--- src/rtl/gray_seq_pkg.sv ---
// rtl/gray_seq_pkg.sv - shared state encoding and default width for the Gray sequencer
package gray_seq_pkg;

    localparam int DEFAULT_WRD_LEN = 5;

    typedef enum logic [1:0] {
        IDLE  = 2'd0,
        RUN   = 2'd1,
        DRAIN = 2'd2
    } state_e;

endpackage

--- src/rtl/gray_conv.sv ---
// rtl/gray_conv.sv - combinational binary to reflected Gray code converter
module gray_conv
    import gray_seq_pkg::*;
#(
    parameter int wrd_len = DEFAULT_WRD_LEN
) (
    input  logic [wrd_len-1:0] bin,
    output logic [wrd_len-1:0] gray
);

    assign gray = bin ^ (bin >> 1);

endmodule

--- src/rtl/gray_seq_ctrl.sv ---
// rtl/gray_seq_ctrl.sv - handshaked Gray/binary sequence generator; GRAY_SEQ_CHECK_EN adds a sticky adjacency checker
module gray_seq_ctrl
    import gray_seq_pkg::*;
#(
    parameter int wrd_len = DEFAULT_WRD_LEN
) (
    input  logic               clk_i,
    input  logic               rst_ni,
    input  logic               start_i,
    input  logic [wrd_len-1:0] start_val_i,
    input  logic               one_shot_i,
    input  logic               dir_i,
    input  logic               stop_i,
    input  logic               ready_i,
    output logic               valid_o,
    output logic [wrd_len-1:0] bin_o,
    output logic [wrd_len-1:0] gray_o,
    output logic               wrap_o,
    output logic               done_o,
    output logic               err_o
);

    localparam logic [wrd_len-1:0] ALL_ONES = '1;

    state_e             state;
    state_e             state_nxt;
    logic [wrd_len-1:0] bin_q;
    logic [wrd_len-1:0] bin_nxt;
    logic [wrd_len-1:0] gray_q;
    logic [wrd_len-1:0] gray_nxt;
    logic [wrd_len-1:0] sweep_cnt;
    logic               one_shot_q;
    logic               wrap_q;
    logic               done_q;
    logic               hs;
    logic               load_en;
    logic               sweep_last;
    logic               step_en;
    logic               finish_en;

    assign hs         = valid_o && ready_i;
    assign load_en    = (state == IDLE) && start_i;
    // sweep_cnt counts steps taken, so all-ones marks the final word of the sweep
    assign sweep_last = one_shot_q && (&sweep_cnt);
    assign step_en    = (state == RUN) && hs && !stop_i && !sweep_last;
    assign finish_en  = (state == RUN) && hs && !stop_i && sweep_last;

    always_ff @(posedge clk_i or negedge rst_ni) begin
        if (!rst_ni) begin
            state <= IDLE;
        end else begin
            state <= state_nxt;
        end
    end

    always_comb begin
        state_nxt = state;
        case (state)
            IDLE: begin
                if (start_i) begin
                    state_nxt = RUN;
                end
            end
            RUN: begin
                if (stop_i) begin
                    state_nxt = hs ? IDLE : DRAIN;
                end else if (finish_en) begin
                    state_nxt = IDLE;
                end
            end
            DRAIN: begin
                if (hs) begin
                    state_nxt = IDLE;
                end
            end
            default: state_nxt = IDLE;
        endcase
    end

    always_comb begin
        valid_o = (state != IDLE);
        bin_o   = bin_q;
        gray_o  = gray_q;
        wrap_o  = wrap_q;
        done_o  = done_q;
    end

    always_comb begin
        bin_nxt = bin_q;
        if (load_en) begin
            bin_nxt = start_val_i;
        end else if (step_en) begin
            bin_nxt = dir_i ? (bin_q - wrd_len'(1)) : (bin_q + wrd_len'(1));
        end
    end

    gray_conv #(
        .wrd_len(wrd_len)
    ) u_gray_conv (
        .bin  (bin_nxt),
        .gray (gray_nxt)
    );

    always_ff @(posedge clk_i or negedge rst_ni) begin
        if (!rst_ni) begin
            bin_q      <= '0;
            gray_q     <= '0;
            sweep_cnt  <= '0;
            one_shot_q <= 1'b0;
            wrap_q     <= 1'b0;
            done_q     <= 1'b0;
        end else begin
            bin_q  <= bin_nxt;
            gray_q <= gray_nxt;
            done_q <= finish_en;
            if (load_en) begin
                one_shot_q <= one_shot_i;
                sweep_cnt  <= '0;
                wrap_q     <= 1'b0;
            end else if (step_en) begin
                sweep_cnt <= sweep_cnt + wrd_len'(1);
                wrap_q    <= dir_i ? (bin_q == '0) : (bin_q == ALL_ONES);
            end
        end
    end

`ifdef GRAY_SEQ_CHECK_EN
    logic [wrd_len-1:0] gray_diff;
    logic               err_q;

    // exactly one bit set: non-zero and clearing the lowest set bit leaves zero
    assign gray_diff = gray_nxt ^ gray_q;

    always_ff @(posedge clk_i or negedge rst_ni) begin
        if (!rst_ni) begin
            err_q <= 1'b0;
        end else if (step_en &&
                     ((gray_diff == '0) || ((gray_diff & (gray_diff - wrd_len'(1))) != '0))) begin
            err_q <= 1'b1;
        end
    end

    assign err_o = err_q;
`else
    assign err_o = 1'b0;
`endif

endmodule

--- config.mk ---
export PLATFORM = sky130hd
export DESIGN_NAME = gray_seq_ctrl
export DESIGN_NICKNAME = d
export VERILOG_FILES = /design/src/rtl/gray_seq_pkg.sv /design/src/rtl/gray_conv.sv /design/src/rtl/gray_seq_ctrl.sv
export SDC_FILE = /design/constraint.sdc
export NUM_CORES = 1
export LEC_CHECK = 0
export BUFFER_PORTS_ARGS = -buffer_cell sky130_fd_sc_hd__clkbuf_2
export CAP_MARGIN = 20
export CORE_UTILIZATION = 51
export DETAILED_ROUTE_END_ITERATION = 8
export GPL_TIMING_DRIVEN = 0
export PLACE_DENSITY_LB_ADDON = 0.08
export SYNTH_ARGS = -nofsm -noshare
export SYNTH_HDL_FRONTEND = slang
export SYNTH_SLANG_ARGS = --single-unit
export TNS_END_PERCENT = 10
--- constraint.sdc ---
create_clock -name clk_i -period 2.25 [get_ports clk_i]
set_input_delay 0 -clock clk_i [delete_from_list [all_inputs] [get_ports clk_i]]
set_output_delay 0 -clock clk_i [all_outputs]
set_load 0.03 [all_outputs]
# Yosys cells after proc, flatten, opt, wreduce, memory -nomap -nowiden
# Index checks and enable logic that the tools add are counted.
# classes
addsub	3
n_eq_ne	6
n_mux	14
bitwise_logic	1
n_reduce_logical	15
# op_table
op	count
$mux W5	5
$add A5 B1 Y5 const B	2
$mux W2	5
$logic_and A1 B1 Y1	7
$pmux W2 S3	1
$eq A5 B5 Y1 const B	1
$logic_not A5 Y1	1
$reduce_and A5 Y1	1
$sub A5 B1 Y5 const B	1
$xor A5 B4 Y5	1
$ne A2 B2 Y1 const B	2
$reduce_bool A2 Y1	2
$mux W1	3
$ne A3 B3 Y1 const B	1
$reduce_and A3 Y1	1
$eq A2 B1 Y1 const B	1
$eq A2 B2 Y1 const B	1
$logic_not A1 Y1	2
$logic_not A2 Y1	1
# totals
register_bits	20
input_bits	12
out_inout_bits	14
elab_cells	46

# Logic depth before layout (Yosys ltp)
# Gate-level depths: netlist (run 1).
# depth
word_depth	8
depth_mapped	9
depth_no_buf	8

# By module
# Synthesis (run 1) repeated with hierarchy kept, for this count alone.
# hier_totals
cells_unflattened	104
area_unflattened_um2	1028.5
# by_module_without_submodules
module	instances	cells_per_inst	area_per_inst_um2	seq_area_each_um2
gray_seq_ctrl	1	99	985.9	500.5
gray_conv	1	5	42.5	0.0

# Worst setup path after synthesis (run 1)
# Ideal clock, no wire load.
# synth_timing
path_type	flip-flop to flip-flop
from	reg bin_q[0] (netlist: bin_o[0])
to	reg gray_q[3] (netlist: gray_o[3])
setup_time_ns	0.126
arrival_time_ns	2.038
required_time_ns	2.124
slack_ns	0.086
path_stages_with_launch	7
n_path_buf	0
period_less_slack_ns	2.164
path_cell_list	dfrtp_1 fa_1 a211o_1 a21o_1 a311o_1 o211a_4 xnor2_1
# synth_between
elab_chain_len	5
elab_cells_between_ends	6
cone_classes	2 x add/sub; 3 x mux; 1 x bitwise
# synth_lines
element	line_no	text
from (decl)	gray_seq_ctrl.sv:27	logic [wrd_len-1:0] bin_q;
from (signal assigned)	gray_seq_ctrl.sv:113	bin_q <= bin_nxt;
$add A5 B1 Y5 or $sub A5 B1 Y5 (tied branches)	gray_seq_ctrl.sv:93	bin_nxt = dir_i ? (bin_q - wrd_len'(1)) : (bin_q + wrd_len'(1));
$mux W5 (*)	gray_seq_ctrl.sv:93	
$mux W5 (*)	gray_seq_ctrl.sv:92	end else if (step_en) begin
$mux W5 (*)	gray_seq_ctrl.sv:90	if (load_en) begin
net bin_nxt[4]	gray_seq_ctrl.sv:28	logic [wrd_len-1:0] bin_nxt;
$xor A5 B4 Y5 (*)	gray_conv.sv:11	assign gray = bin ^ (bin >> 1);
net gray_nxt[3]	gray_seq_ctrl.sv:30	logic [wrd_len-1:0] gray_nxt;
to (signal assigned)	gray_seq_ctrl.sv:114	gray_q <= gray_nxt;
to (decl)	gray_seq_ctrl.sv:29	logic [wrd_len-1:0] gray_q;
# The timed path passes the listed nets; every way through them passes the cells marked *.
# A chain may end at the register's enable or synchronous reset.

# Worst setup path in the final report (run 1)
# Same ends and word-level chain as after synthesis.

==> Implementation_results.wiki, run 1 <==
{| class="wikitable"
! Metric !! Value
|-
| Number of failing hold endpoints at the final stage || 0
|-
| Part of the Yosys area used for sequential elements || 0.470
|-
| GR Util met2 || 0.397
|-
| Mapped Avg Cell Area || 10.5 µm²
|-
| Compound-gate portion of the synthesized area || 0.118
|-
| Total Wirelength || 2.04 mm
|-
| Critical path endpoint category || flip-flop
|-
| Number of buffer cells added on primary ports || 24
|-
| Post-DP HPWL || 1.49 mm
|-
| Startpoint-to-endpoint class of the critical path || flip-flop to flip-flop
|-
| Maximum fanout encountered on the critical timing path || 7
|-
| Sink Count || 19
|-
| Number of buffers added by the clock tree synthesis step || 3
|-
| Placed cell area || 1160 µm²
|-
| Global router's overall resource usage || 0.224
|-
| Worst max-slew margin expressed relative to the limit || 0.665
|-
| Die area || 2160 µm²
|-
| R2R setup slack || 0.07 ns
|-
| Min Tclk post-route || 2.18 ns
|-
| Wire length per cell || 13.1 µm
|-
| Vias in the first global route || 820
|-
| Fraction of synthesized cell area taken by the top area cell type || 0.470
|-
| Slew Limit Fails || 0
|-
| Worst skew pair latency || 0.30 ns
|-
| Number of buffers added for setup after CTS || 0
|-
| Met3 demand-to-capacity share in global routing || 0.0471
|-
| H-tree levels || 1
|-
| Busiest layer in global routing || met2
|-
| Portion of netlist area occupied by mux cells || 0.0111
|-
| Summed instance area of the synthesized netlist || 1010 µm²
|-
| Area of the core || 1780 µm²
|-
| Pin count of the biggest net entering global routing || 20
|-
| Via count normalized by instance count || 5.29
|-
| Initial DRC Count || 7
|-
| Post-route worst setup slack || 0.0726 ns
|-
| Vias after detailed routing || 825
|-
| Startpoint type of the worst setup path || flip-flop
|-
| Async set-or-reset flop fraction in the synthesized netlist || 1.00
|-
| Adder-Cell Fraction of Synth Area || 0.0817
|-
| Cells resized by post-CTS repair || 0
|-
| Prevailing post-synth register cell || sky130_fd_sc_hd__dfrtp_1
|-
| Synthesis Warnings || 0
|-
| Count of nets after finishing || 150
|-
| Stage delay of the slowest cell on the critical path || 0.49 ns
|-
| First-pass GRT wire length || 3.33 mm
|-
| Slowest-stage cell, CP || sky130_fd_sc_hd__dfrtp_1
|-
| Data arrival time of the critical path || 2.37 ns
|-
| Most frequently used cell type in the post-synthesis netlist || sky130_fd_sc_hd__dfrtp_1
|-
| Final design area excluding fillers || 1260 µm²
|-
| Result of the run || finished clean
|-
| Final setup violation count || 0
|-
| Clock root buffer || sky130_fd_sc_hd__clkbuf_4
|-
| Final total negative setup slack || 0 ns
|-
| Setup skew after layout || 0.00317 ns
|-
| Library cells used by synthesis || 29
|-
| Setup repair after global routing missed its margin || false
|-
| Worst-case vdd ir drop || 0.852 mV
|-
| Power per standard cell area || 1200 nW/µm²
|-
| Cells after Synth || 96
|-
| Die width || 46.5 µm
|-
| CTS tree || yes
|-
| Maximum frequency from static timing analysis || 459 MHz
|-
| Number of top-level pins || 26
|-
| Post-detailed-route count of antenna-violating nets || 0
|-
| Post-cts hold buffer count || 7
|-
| Flops & latches, synth || 19
|-
| Height of the die || 46.5 µm
|-
| Met1 routing resource usage after global routing || 0.257
|-
| Cell accounting for the most synthesized area || sky130_fd_sc_hd__dfrtp_1
|-
| Antenna violations before repair || 0
|-
| Worst-case setup slack after placement || 0.120 ns
|-
| Final worst path period share || 0.968
|-
| Commonest cells in the netlist || sky130_fd_sc_hd__dfrtp_1 (19), sky130_fd_sc_hd__nand2_1 (16), sky130_fd_sc_hd__nor2_1 (8)
|-
| Leakage power of the design || 0.648 nW
|-
| Final hold slack || 0.0439 ns
|-
| Effective utilization at floorplan || 0.567
|-
| Basic-gate share of the synthesized area counting and, or, nand and nor cells || 0.204
|-
| Placement row count || 15
|-
| ANT cells || 0
|-
| First-pass iteration count of the detailed router || 4
|-
| Largest family of logic cells by synthesized area || simple AND/OR/NAND/NOR gates
|-
| Class of the tightest hold or removal check || primary input to flip-flop
|-
| Total gr overflow || 0
|-
| Final estimated routing congestion in global placement || 0.737
|-
| Max-cap violations || 0
|-
| Clock edge transition at the registers on the reported setup and hold paths || 0.11 ns
|-
| Number of enable-type register cells in the synthesized netlist || 0
|-
| Share of post-route cells with drive strength above 1 || 0.282
|-
| Post-synthesis to final-layout area growth || 24.6%
|-
| Crit-path cells || fa_1 -> a211o_1 -> a21o_1 -> a311o_1 -> o211a_4 -> xnor2_1
|-
| Slew at the pin closest to its max-slew limit || 0.501 ns
|-
| DRC violation count after routing || 0
|-
| Biggest area contributors in the synthesized netlist || sky130_fd_sc_hd__dfrtp_1 (47%), sky130_fd_sc_hd__ha_1 (6.2%), sky130_fd_sc_hd__nand2_1 (5.9%)
|-
| Required time at the worst-slack endpoint || 2.44 ns
|-
| Xor and xnor area share after synthesis || 0.0780
|-
| Overall Power || 1.51 mW
|-
| Number of nets in the synthesized netlist || 114
|-
| Number of buffers between clock root and the deepest sink || 2
|}
## through the flow
step                      cells  utilization
after floorplan              96            -
after detailed placement    145        0.652
after global routing        156        0.707
final                       156        0.707
after CTS                   156        0.707
after global placement      145        0.652
## registers in the layout, summed over array words and instances (netlist names)
name	flops
one_shot_q	1
gray_o	4
done_o	1
state	2
sweep_cnt	5
wrap_o	1
bin_o	5
## metal layers
layer  share of wire  wire length (µm)
met1            0.47               951
met2            0.48               978
met3           0.040                81
met4           0.013                27
met5               0                 0
## cells by family (layout without fill, tap and decap cells)
logic type                 after synthesis  after routing
muxes                                    1              1
adders and majority gates                6              6
buffers and inverters                    6             41
and+or+nand+nor                         40             40
AOI/OAI and AO/OA                       14             14
other                                    1              1
DFF                                     19             19
xor gates and xnor gates                 9              9
## worst max-delay path: cells and delay by family, from the launching register on
| family | cells | cell delay [ns] |
|---|---|---|
| xor+xnor | 1 | 0.12 |
| flops | 1 | 0.49 |
| compound gates | 4 | 0.99 |
| fa+ha+maj | 1 | 0.46 |
## power by group
part	total [mW]	switching [mW]	internal (mW)	leakage (nW)
Combinational	0.776	0.467	0.309	0.388
Sequential	0.559	0.109	0.450	0.242
Clock	0.175	0.109	0.0664	0.0177
## worst paths after layout
path,from,end,cells past startpoint
worst max-delay path,bin_o[0]$_DFF_PN0_,gray_o[3]$_DFF_PN0_,6
max in group asynchronous,rst_ni,done_o$_DFF_PN0_,2
min in group asynchronous,rst_ni,state[1]$_DFFE_PN0P_,2
worst max register to register,bin_o[0]$_DFF_PN0_,gray_o[3]$_DFF_PN0_,6
worst min register to register,one_shot_q$_DFFE_PN0P_,one_shot_q$_DFFE_PN0P_,2
worst min-delay path,start_val_i[2],bin_o[2]$_DFF_PN0_,2
## area by class of cell
type / count / area (µm²)
plain buffers: 3 / 22.5
inverters: 3 / 11.3
clock buffers: 3 / 22.5
flip-flops and latches: 19 / 475
well taps: 25 / 31.3
fillers: 141 / 523
clock inverters: 1 / 5.00
multi-input cells: 71 / 502
repair buffers: 31 / 190
## layout by cell type, fill, tap and decap left out, drive strengths merged, types with 3 or more instances in the layout
| master | count |
|---|---|
| clkbuf | 27 |
| dfrtp | 19 |
| nand2 | 16 |
| nor2 | 8 |
| dlygate4sd3 | 7 |
| nand3 | 6 |
| xnor2 | 5 |
| ha | 5 |
| xor2 | 4 |
| buf | 3 |
| inv | 3 |
| nand4 | 3 |
Note: power is estimated with default switching activity, not from simulation.
==> run 2: changes to the inputs <==
- clock period: 2.25 -> 2.2 ns (I/O delays scaled with it)
==> run 2 against run 1 <==
Net effect: combinational power up 2.8%; utilization grew 0.56 points; critical path depth stayed put; wire length barely moved; global-route usage did not move; first-iteration DRC count decreased by 43%; power rose by 2.6%; register-to-register slack better by 0.06 ns; final cell count is the same; flip-flop and latch count did not move; critical endpoint unchanged; highest routed layer unchanged.
==> Implementation_results.wiki, run 2 (synthesized netlist as in run 1, its figures left out) <==
{| class="wikitable"
! Metric !! Value
|-
| Result of the run || finished clean
|-
| Critical path endpoint category || flip-flop
|-
| Post-DP HPWL || 1.49 mm
|-
| Placed instance count || 145
|-
| Worst skew pair latency || 0.30 ns
|-
| Net switching power figure || 0.700 mW
|-
| Combined flip-flop and latch cell area || 477 µm²
|-
| Final estimated routing congestion in global placement || 0.737
|-
| Startpoint type of the worst setup path || flip-flop
|-
| Total gr overflow || 0
|-
| Number of top-level pins || 26
|-
| Clock root buffer || sky130_fd_sc_hd__clkbuf_4
|-
| Beginning of the worst register-to-register path || bin_o[0]$_DFF_PN0_
|-
| Number of buffers between clock root and the deepest sink || 2
|-
| Die width || 46.5 µm
|-
| R2R setup slack || 0.13 ns
|-
| Final setup violation count || 0
|-
| H-tree levels || 1
|-
| Fraction of power spent switching nets || 0.451
|-
| Maximum fanout encountered on the critical timing path || 7
|-
| FF-to-FF End || gray_o[3]$_DFF_PN0_
|-
| Leakage power of the design || 0.646 nW
|-
| Total Wirelength || 2.04 mm
|-
| Most common cell after layout, fill and taps aside || sky130_fd_sc_hd__clkbuf_2
|-
| Effective utilization at floorplan || 0.567
|-
| Worst-case vdd ir drop || 0.882 mV
|-
| Setup skew after layout || 0.00300 ns
|-
| Share of post-route cells with drive strength above 1 || 0.305
|-
| Count of nets after finishing || 150
|-
| Number of buffers added by the clock tree synthesis step || 3
|-
| Data arrival time of the critical path || 2.27 ns
|-
| Height of the die || 46.5 µm
|-
| Placed cell area || 1160 µm²
|-
| Cell internal pwr || 0.851 mW
|-
| Max-cap violations || 0
|-
| Number of buffer cells added on primary ports || 24
|-
| Maximum frequency from static timing analysis || 483 MHz
|-
| Min Tclk post-route || 2.07 ns
|-
| Power per standard cell area || 1220 nW/µm²
|-
| Final hold slack || 0.0459 ns
|-
| Instance count along the most critical hold path || 2
|-
| Wire length per cell || 13.1 µm
|-
| Pin count of the biggest net entering global routing || 20
|-
| Final Non-Filler Cells || 156
|-
| Antenna violations before repair || 0
|-
| Clock share of power || 0.114
|-
| Sink Count || 19
|-
| Critical path destination || gray_o[3]$_DFF_PN0_
|-
| Final worst path period share || 0.941
|-
| Class of the tightest hold or removal check || primary input to flip-flop
|-
| Reg2reg path depth || 6
|-
| Required time at the worst-slack endpoint || 2.40 ns
|-
| Area of the core || 1780 µm²
|-
| Post-synthesis to final-layout area growth || 25.6%
|-
| Post-detailed-route count of antenna-violating nets || 0
|-
| Vias after detailed routing || 828
|-
| Via count normalized by instance count || 5.31
|-
| Number of failing hold endpoints at the final stage || 0
|-
| Area occupied by multi-input gates || 510 µm²
|-
| Final design area excluding fillers || 1270 µm²
|-
| Part of the total power dissipated in sequential elements || 0.371
|-
| Die area || 2160 µm²
|-
| Vias in the first global route || 820
|-
| Clock edge transition at the registers on the reported setup and hold paths || 0.11 ns
|-
| Number of fillers in the final layout || 141
|-
| Setup repair after global routing missed its margin || false
|-
| First-pass iteration count of the detailed router || 4
|-
| Share of power burned in combinational logic || 0.515
|-
| Final total negative setup slack || 0 ns
|-
| Placement row count || 15
|-
| First-pass GRT wire length || 3.33 mm
|-
| Most frequent cells in the layout || sky130_fd_sc_hd__clkbuf_2 (24), sky130_fd_sc_hd__dfrtp_1 (18), sky130_fd_sc_hd__nand2_1 (16)
|-
| Startpoint-to-endpoint class of the critical path || flip-flop to flip-flop
|-
| Global router's overall resource usage || 0.224
|-
| Slew Limit Fails || 0
|-
| ANT cells || 0
|-
| CTS tree || yes
|-
| Initial DRC Count || 4
|-
| Launching instance or port of the critical path || bin_o[0]$_DFF_PN0_
|-
| DRC violation count after routing || 0
|}
==> run 2: cell count changes in the layout (fill, tap and decap cells not counted) <==
cell                      before  now
sky130_fd_sc_hd__a31oi_2       0    1
sky130_fd_sc_hd__a31oi_1       2    1
sky130_fd_sc_hd__dfrtp_1      19   18
sky130_fd_sc_hd__fa_1          1    0
sky130_fd_sc_hd__dfrtp_2       0    1
sky130_fd_sc_hd__fa_2          0    1
==> run 2: final cells by class <==
type / count / share of cell area
buffer: 3 / 0.0177
clock buffer: 3 / 0.0177
clock inverter: 1 / 0.00394
inverter: 3 / 0.00887
multi-input combinational: 71 / 0.402
sequential: 19 / 0.375
tap: 25 / 0.0246
timing repair buffer: 31 / 0.150
==> run 2: routing by layer <==
| layer | GRT usage | wire length (µm) |
|---|---|---|
| met1 | 0.257 | 923 |
| met2 | 0.397 | 986 |
| met3 | 0.0471 | 99 |
| met4 | 0.0882 | 29 |
| met5 | 0 | 0 |
==> run 2: worst max-delay path, cell delays in order (launching register included) <==
cell and delay (ns):
sky130_fd_sc_hd__dfrtp_2 0.48, sky130_fd_sc_hd__fa_2 0.39, sky130_fd_sc_hd__a211o_1 0.32, sky130_fd_sc_hd__a21o_1 0.18, sky130_fd_sc_hd__a311o_1 0.33, sky130_fd_sc_hd__o211a_4 0.15
sky130_fd_sc_hd__xnor2_1 0.12
==> run 2: how the worst min path moves through the flow <==
| stage | from | to |
|---|---|---|
| CTS | start_val_i[3] | bin_o[3]$_DFF_PN0_ |
| global placement | rst_ni | state[1]$_DFFE_PN0P_ |
| floorplan | rst_ni | bin_o[0]$_DFF_PN0_ |
| detailed placement | rst_ni | state[1]$_DFFE_PN0P_ |
| global route | start_val_i[2] | bin_o[2]$_DFF_PN0_ |
| finish | start_val_i[2] | bin_o[2]$_DFF_PN0_ |
==> run 2: repair_timing <==
action                                  in CTS  in global routing
gates resized for setup                      0                  3
hold endpoints to repair                    26                  0
buffers inserted                             0                  0
endpoints found under the setup margin       0                  2
hold buffers                                 7                  0
==> run 2: through the flow <==
stage	power, mW	worst slack (ns)	util
floorplan	1.16	0.0358	-
global placement	1.34	0.0921	0.652
detailed placement	1.37	0.0705	0.652
CTS	1.56	0.0423	0.707
global route	1.65	0.0209	0.712
finish	1.55	0.130	0.712
==> run 2: power groups by stage <==
stage / Clock, mW / Combinational [mW] / Sequential, mW
CTS: 0.186 / 0.800 / 0.572
floorplan: 0 / 0.428 / 0.732
detailed placement: 0 / 0.787 / 0.579
finish: 0.177 / 0.798 / 0.575
global placement: 0 / 0.767 / 0.573
global route: 0.196 / 0.862 / 0.592
==> run 3: changes to the inputs <==
- CORE_ASPECT_RATIO: not set -> 0.8
==> run 3 against run 2 <==
Net effect: utilization is 3.4 points lower; via count is 0.36% lower; clock skew grew 0.0070 ns; worst hold slack barely moved; clock-buffer cell count did not move; first-iteration DRC count grew to 2.5 times the previous value; non-clock buffer count stayed put; largest cell class unchanged.
==> Implementation_results.wiki, run 3 (synthesized netlist as in run 1, its figures left out) <==
{| class="wikitable"
! Metric !! Value
|-
| Result of the run || finished clean
|-
| Post-detailed-route count of antenna-violating nets || 0
|-
| Count of nets after finishing || 150
|-
| Leakage power of the design || 0.645 nW
|-
| Vias in the first global route || 768
|-
| Total Wirelength || 2.00 mm
|-
| Number of failing hold endpoints at the final stage || 0
|-
| Share of post-route cells with drive strength above 1 || 0.313
|-
| Part of the total power dissipated in sequential elements || 0.377
|-
| H-tree levels || 1
|-
| Number of buffers between clock root and the deepest sink || 2
|-
| Number of top-level pins || 26
|-
| Reg2reg path depth || 6
|-
| Critical path endpoint category || flip-flop
|-
| FF-to-FF End || gray_o[3]$_DFF_PN0_
|-
| Setup repair after global routing missed its margin || false
|-
| Class of the tightest hold or removal check || primary input to flip-flop
|-
| Via count normalized by instance count || 5.32
|-
| Die width || 51.8 µm
|-
| Clock root buffer || sky130_fd_sc_hd__clkbuf_4
|-
| Effective utilization at floorplan || 0.539
|-
| Sink Count || 19
|-
| Startpoint type of the worst setup path || flip-flop
|-
| Die area || 2170 µm²
|-
| Maximum fanout encountered on the critical timing path || 7
|-
| Post-synthesis to final-layout area growth || 25.7%
|-
| Startpoint-to-endpoint class of the critical path || flip-flop to flip-flop
|-
| Number of buffers added by the clock tree synthesis step || 3
|-
| Post-route worst setup slack || 0.0683 ns
|-
| Final setup violation count || 0
|-
| Global router's overall resource usage || 0.216
|-
| Most frequent cells in the layout || sky130_fd_sc_hd__clkbuf_2 (24), sky130_fd_sc_hd__dfrtp_1 (18), sky130_fd_sc_hd__nand2_1 (15)
|-
| Maximum frequency from static timing analysis || 469 MHz
|-
| Number of buffers added for setup after CTS || 0
|-
| Beginning of the worst register-to-register path || bin_o[0]$_DFF_PN0_
|-
| Placement row count || 14
|-
| Post-DP HPWL || 1.46 mm
|-
| Total gr overflow || 0
|-
| DRC violation count after routing || 0
|-
| Most common cell after layout, fill and taps aside || sky130_fd_sc_hd__clkbuf_2
|-
| Data arrival time of the critical path || 2.32 ns
|-
| Vias after detailed routing || 825
|-
| Antenna violations before repair || 0
|-
| Final total negative setup slack || 0 ns
|-
| Crit-path cells || fa_1 -> a211o_1 -> a21o_1 -> a311o_1 -> o211a_4 -> xnor2_1
|-
| Cell internal pwr || 0.846 mW
|-
| Setup skew after layout || 0.00995 ns
|-
| Required time at the worst-slack endpoint || 2.38 ns
|-
| Slowest-stage cell, CP || sky130_fd_sc_hd__dfrtp_2
|-
| Initial DRC Count || 10
|-
| Launching instance or port of the critical path || bin_o[0]$_DFF_PN0_
|-
| Slew Limit Fails || 0
|-
| Worst-case setup slack after placement || 0.0672 ns
|-
| Pin count of the biggest net entering global routing || 20
|-
| Worst skew pair latency || 0.30 ns
|-
| Min Tclk post-route || 2.13 ns
|-
| Net switching power figure || 0.700 mW
|-
| Height of the die || 41.8 µm
|-
| Number of fillers in the final layout || 157
|-
| R2R setup slack || 0.07 ns
|-
| Final estimated routing congestion in global placement || 0.777
|-
| Worst-case vdd ir drop || 0.860 mV
|-
| Area of the core || 1870 µm²
|-
| Wire length per cell || 12.9 µm
|-
| Clock edge transition at the registers on the reported setup and hold paths || 0.11 ns
|-
| First-pass iteration count of the detailed router || 3
|-
| Final worst path period share || 0.969
|-
| Fraction of power spent switching nets || 0.453
|-
| Power per standard cell area || 1220 nW/µm²
|-
| Critical path destination || gray_o[3]$_DFF_PN0_
|-
| Share of power burned in combinational logic || 0.510
|-
| ANT cells || 0
|-
| Stage delay of the slowest cell on the critical path || 0.48 ns
|-
| Clock share of power || 0.113
|-
| First-pass GRT wire length || 3.36 mm
|-
| Max-cap violations || 0
|-
| Number of buffer cells added on primary ports || 24
|-
| CTS tree || yes
|}
## run 3: cell counts in the layout (fill, tap and decap cells not counted)
Identical to the previous run, type by type.
## run 3: layer usage
layer  wire length, µm  GRT usage  vias to the layer above  share of wire
met3                73     0.0769                        2          0.036
met2               910      0.343                       19           0.45
li1                  -          -                      412              -
met4                13     0.0486                        0         0.0065
met5                 0          0                        -              0
met1              1010      0.283                      392           0.50
## run 3: timing repair
action                                 CTS  global route
endpoints found under the hold margin   25             0
hold buffers                             7             0
setup endpoints to repair                0             2
gates resized for setup                  0             4
## run 3: layout make-up
| type | count | area (µm²) | area share |
|---|---|---|---|
| clock buffer | 3 | 22.5 | 0.0177 |
| sequential | 19 | 477 | 0.375 |
| clock inverter | 1 | 5.00 | 0.00394 |
| timing repair buffer | 31 | 190 | 0.150 |
| buffer | 3 | 22.5 | 0.0177 |
| tap | 24 | 30.0 | 0.0236 |
| inverter | 3 | 11.3 | 0.00886 |
| multi-input combinational | 71 | 513 | 0.404 |
## run 3: metrics by stage
stage / cell area (µm²) / std cells / util / total power, mW / hold slack (ns)
floorplan: 1010 / 96 / - / 1.16 / -0.296
finish: 1270 / 155 / 0.678 / 1.55 / 0.0458
global route: 1270 / 155 / 0.678 / 1.66 / 0.0474
global placement: 1160 / 144 / 0.619 / 1.34 / -0.0254
detailed placement: 1160 / 144 / 0.619 / 1.36 / -0.0218
CTS: 1260 / 155 / 0.672 / 1.55 / 0.0415
## run 3: how the worst min path moves through the flow
stage                   startpoint                  endpoint  slack, ns  cells after the start
floorplan                   rst_ni        bin_o[0]$_DFF_PN0_      -0.30                      0
global placement            rst_ni  sweep_cnt[3]$_DFFE_PN0P_      -0.03                      1
detailed placement          rst_ni  sweep_cnt[3]$_DFFE_PN0P_      -0.02                      1
CTS                 start_val_i[3]        bin_o[3]$_DFF_PN0_       0.04                      4
global route        start_val_i[3]        bin_o[3]$_DFF_PN0_       0.05                      4
finish              start_val_i[2]        bin_o[2]$_DFF_PN0_       0.05                      2
## run 3: critical path: cells and delay by family (launching register included)
| kind | cells | cell delay (ns) |
|---|---|---|
| compound gates | 4 | 0.97 |
| xor+xnor | 1 | 0.11 |
| flops | 1 | 0.48 |
| fa+ha+maj | 1 | 0.45 |
## run 3: power groups by stage
stage / Clock [mW] / Sequential, mW / Combinational (mW)
detailed placement: 0 / 0.584 / 0.779
global placement: 0 / 0.577 / 0.764
CTS: 0.183 / 0.578 / 0.790
floorplan: 0 / 0.732 / 0.428
finish: 0.174 / 0.584 / 0.788
global route: 0.200 / 0.603 / 0.857
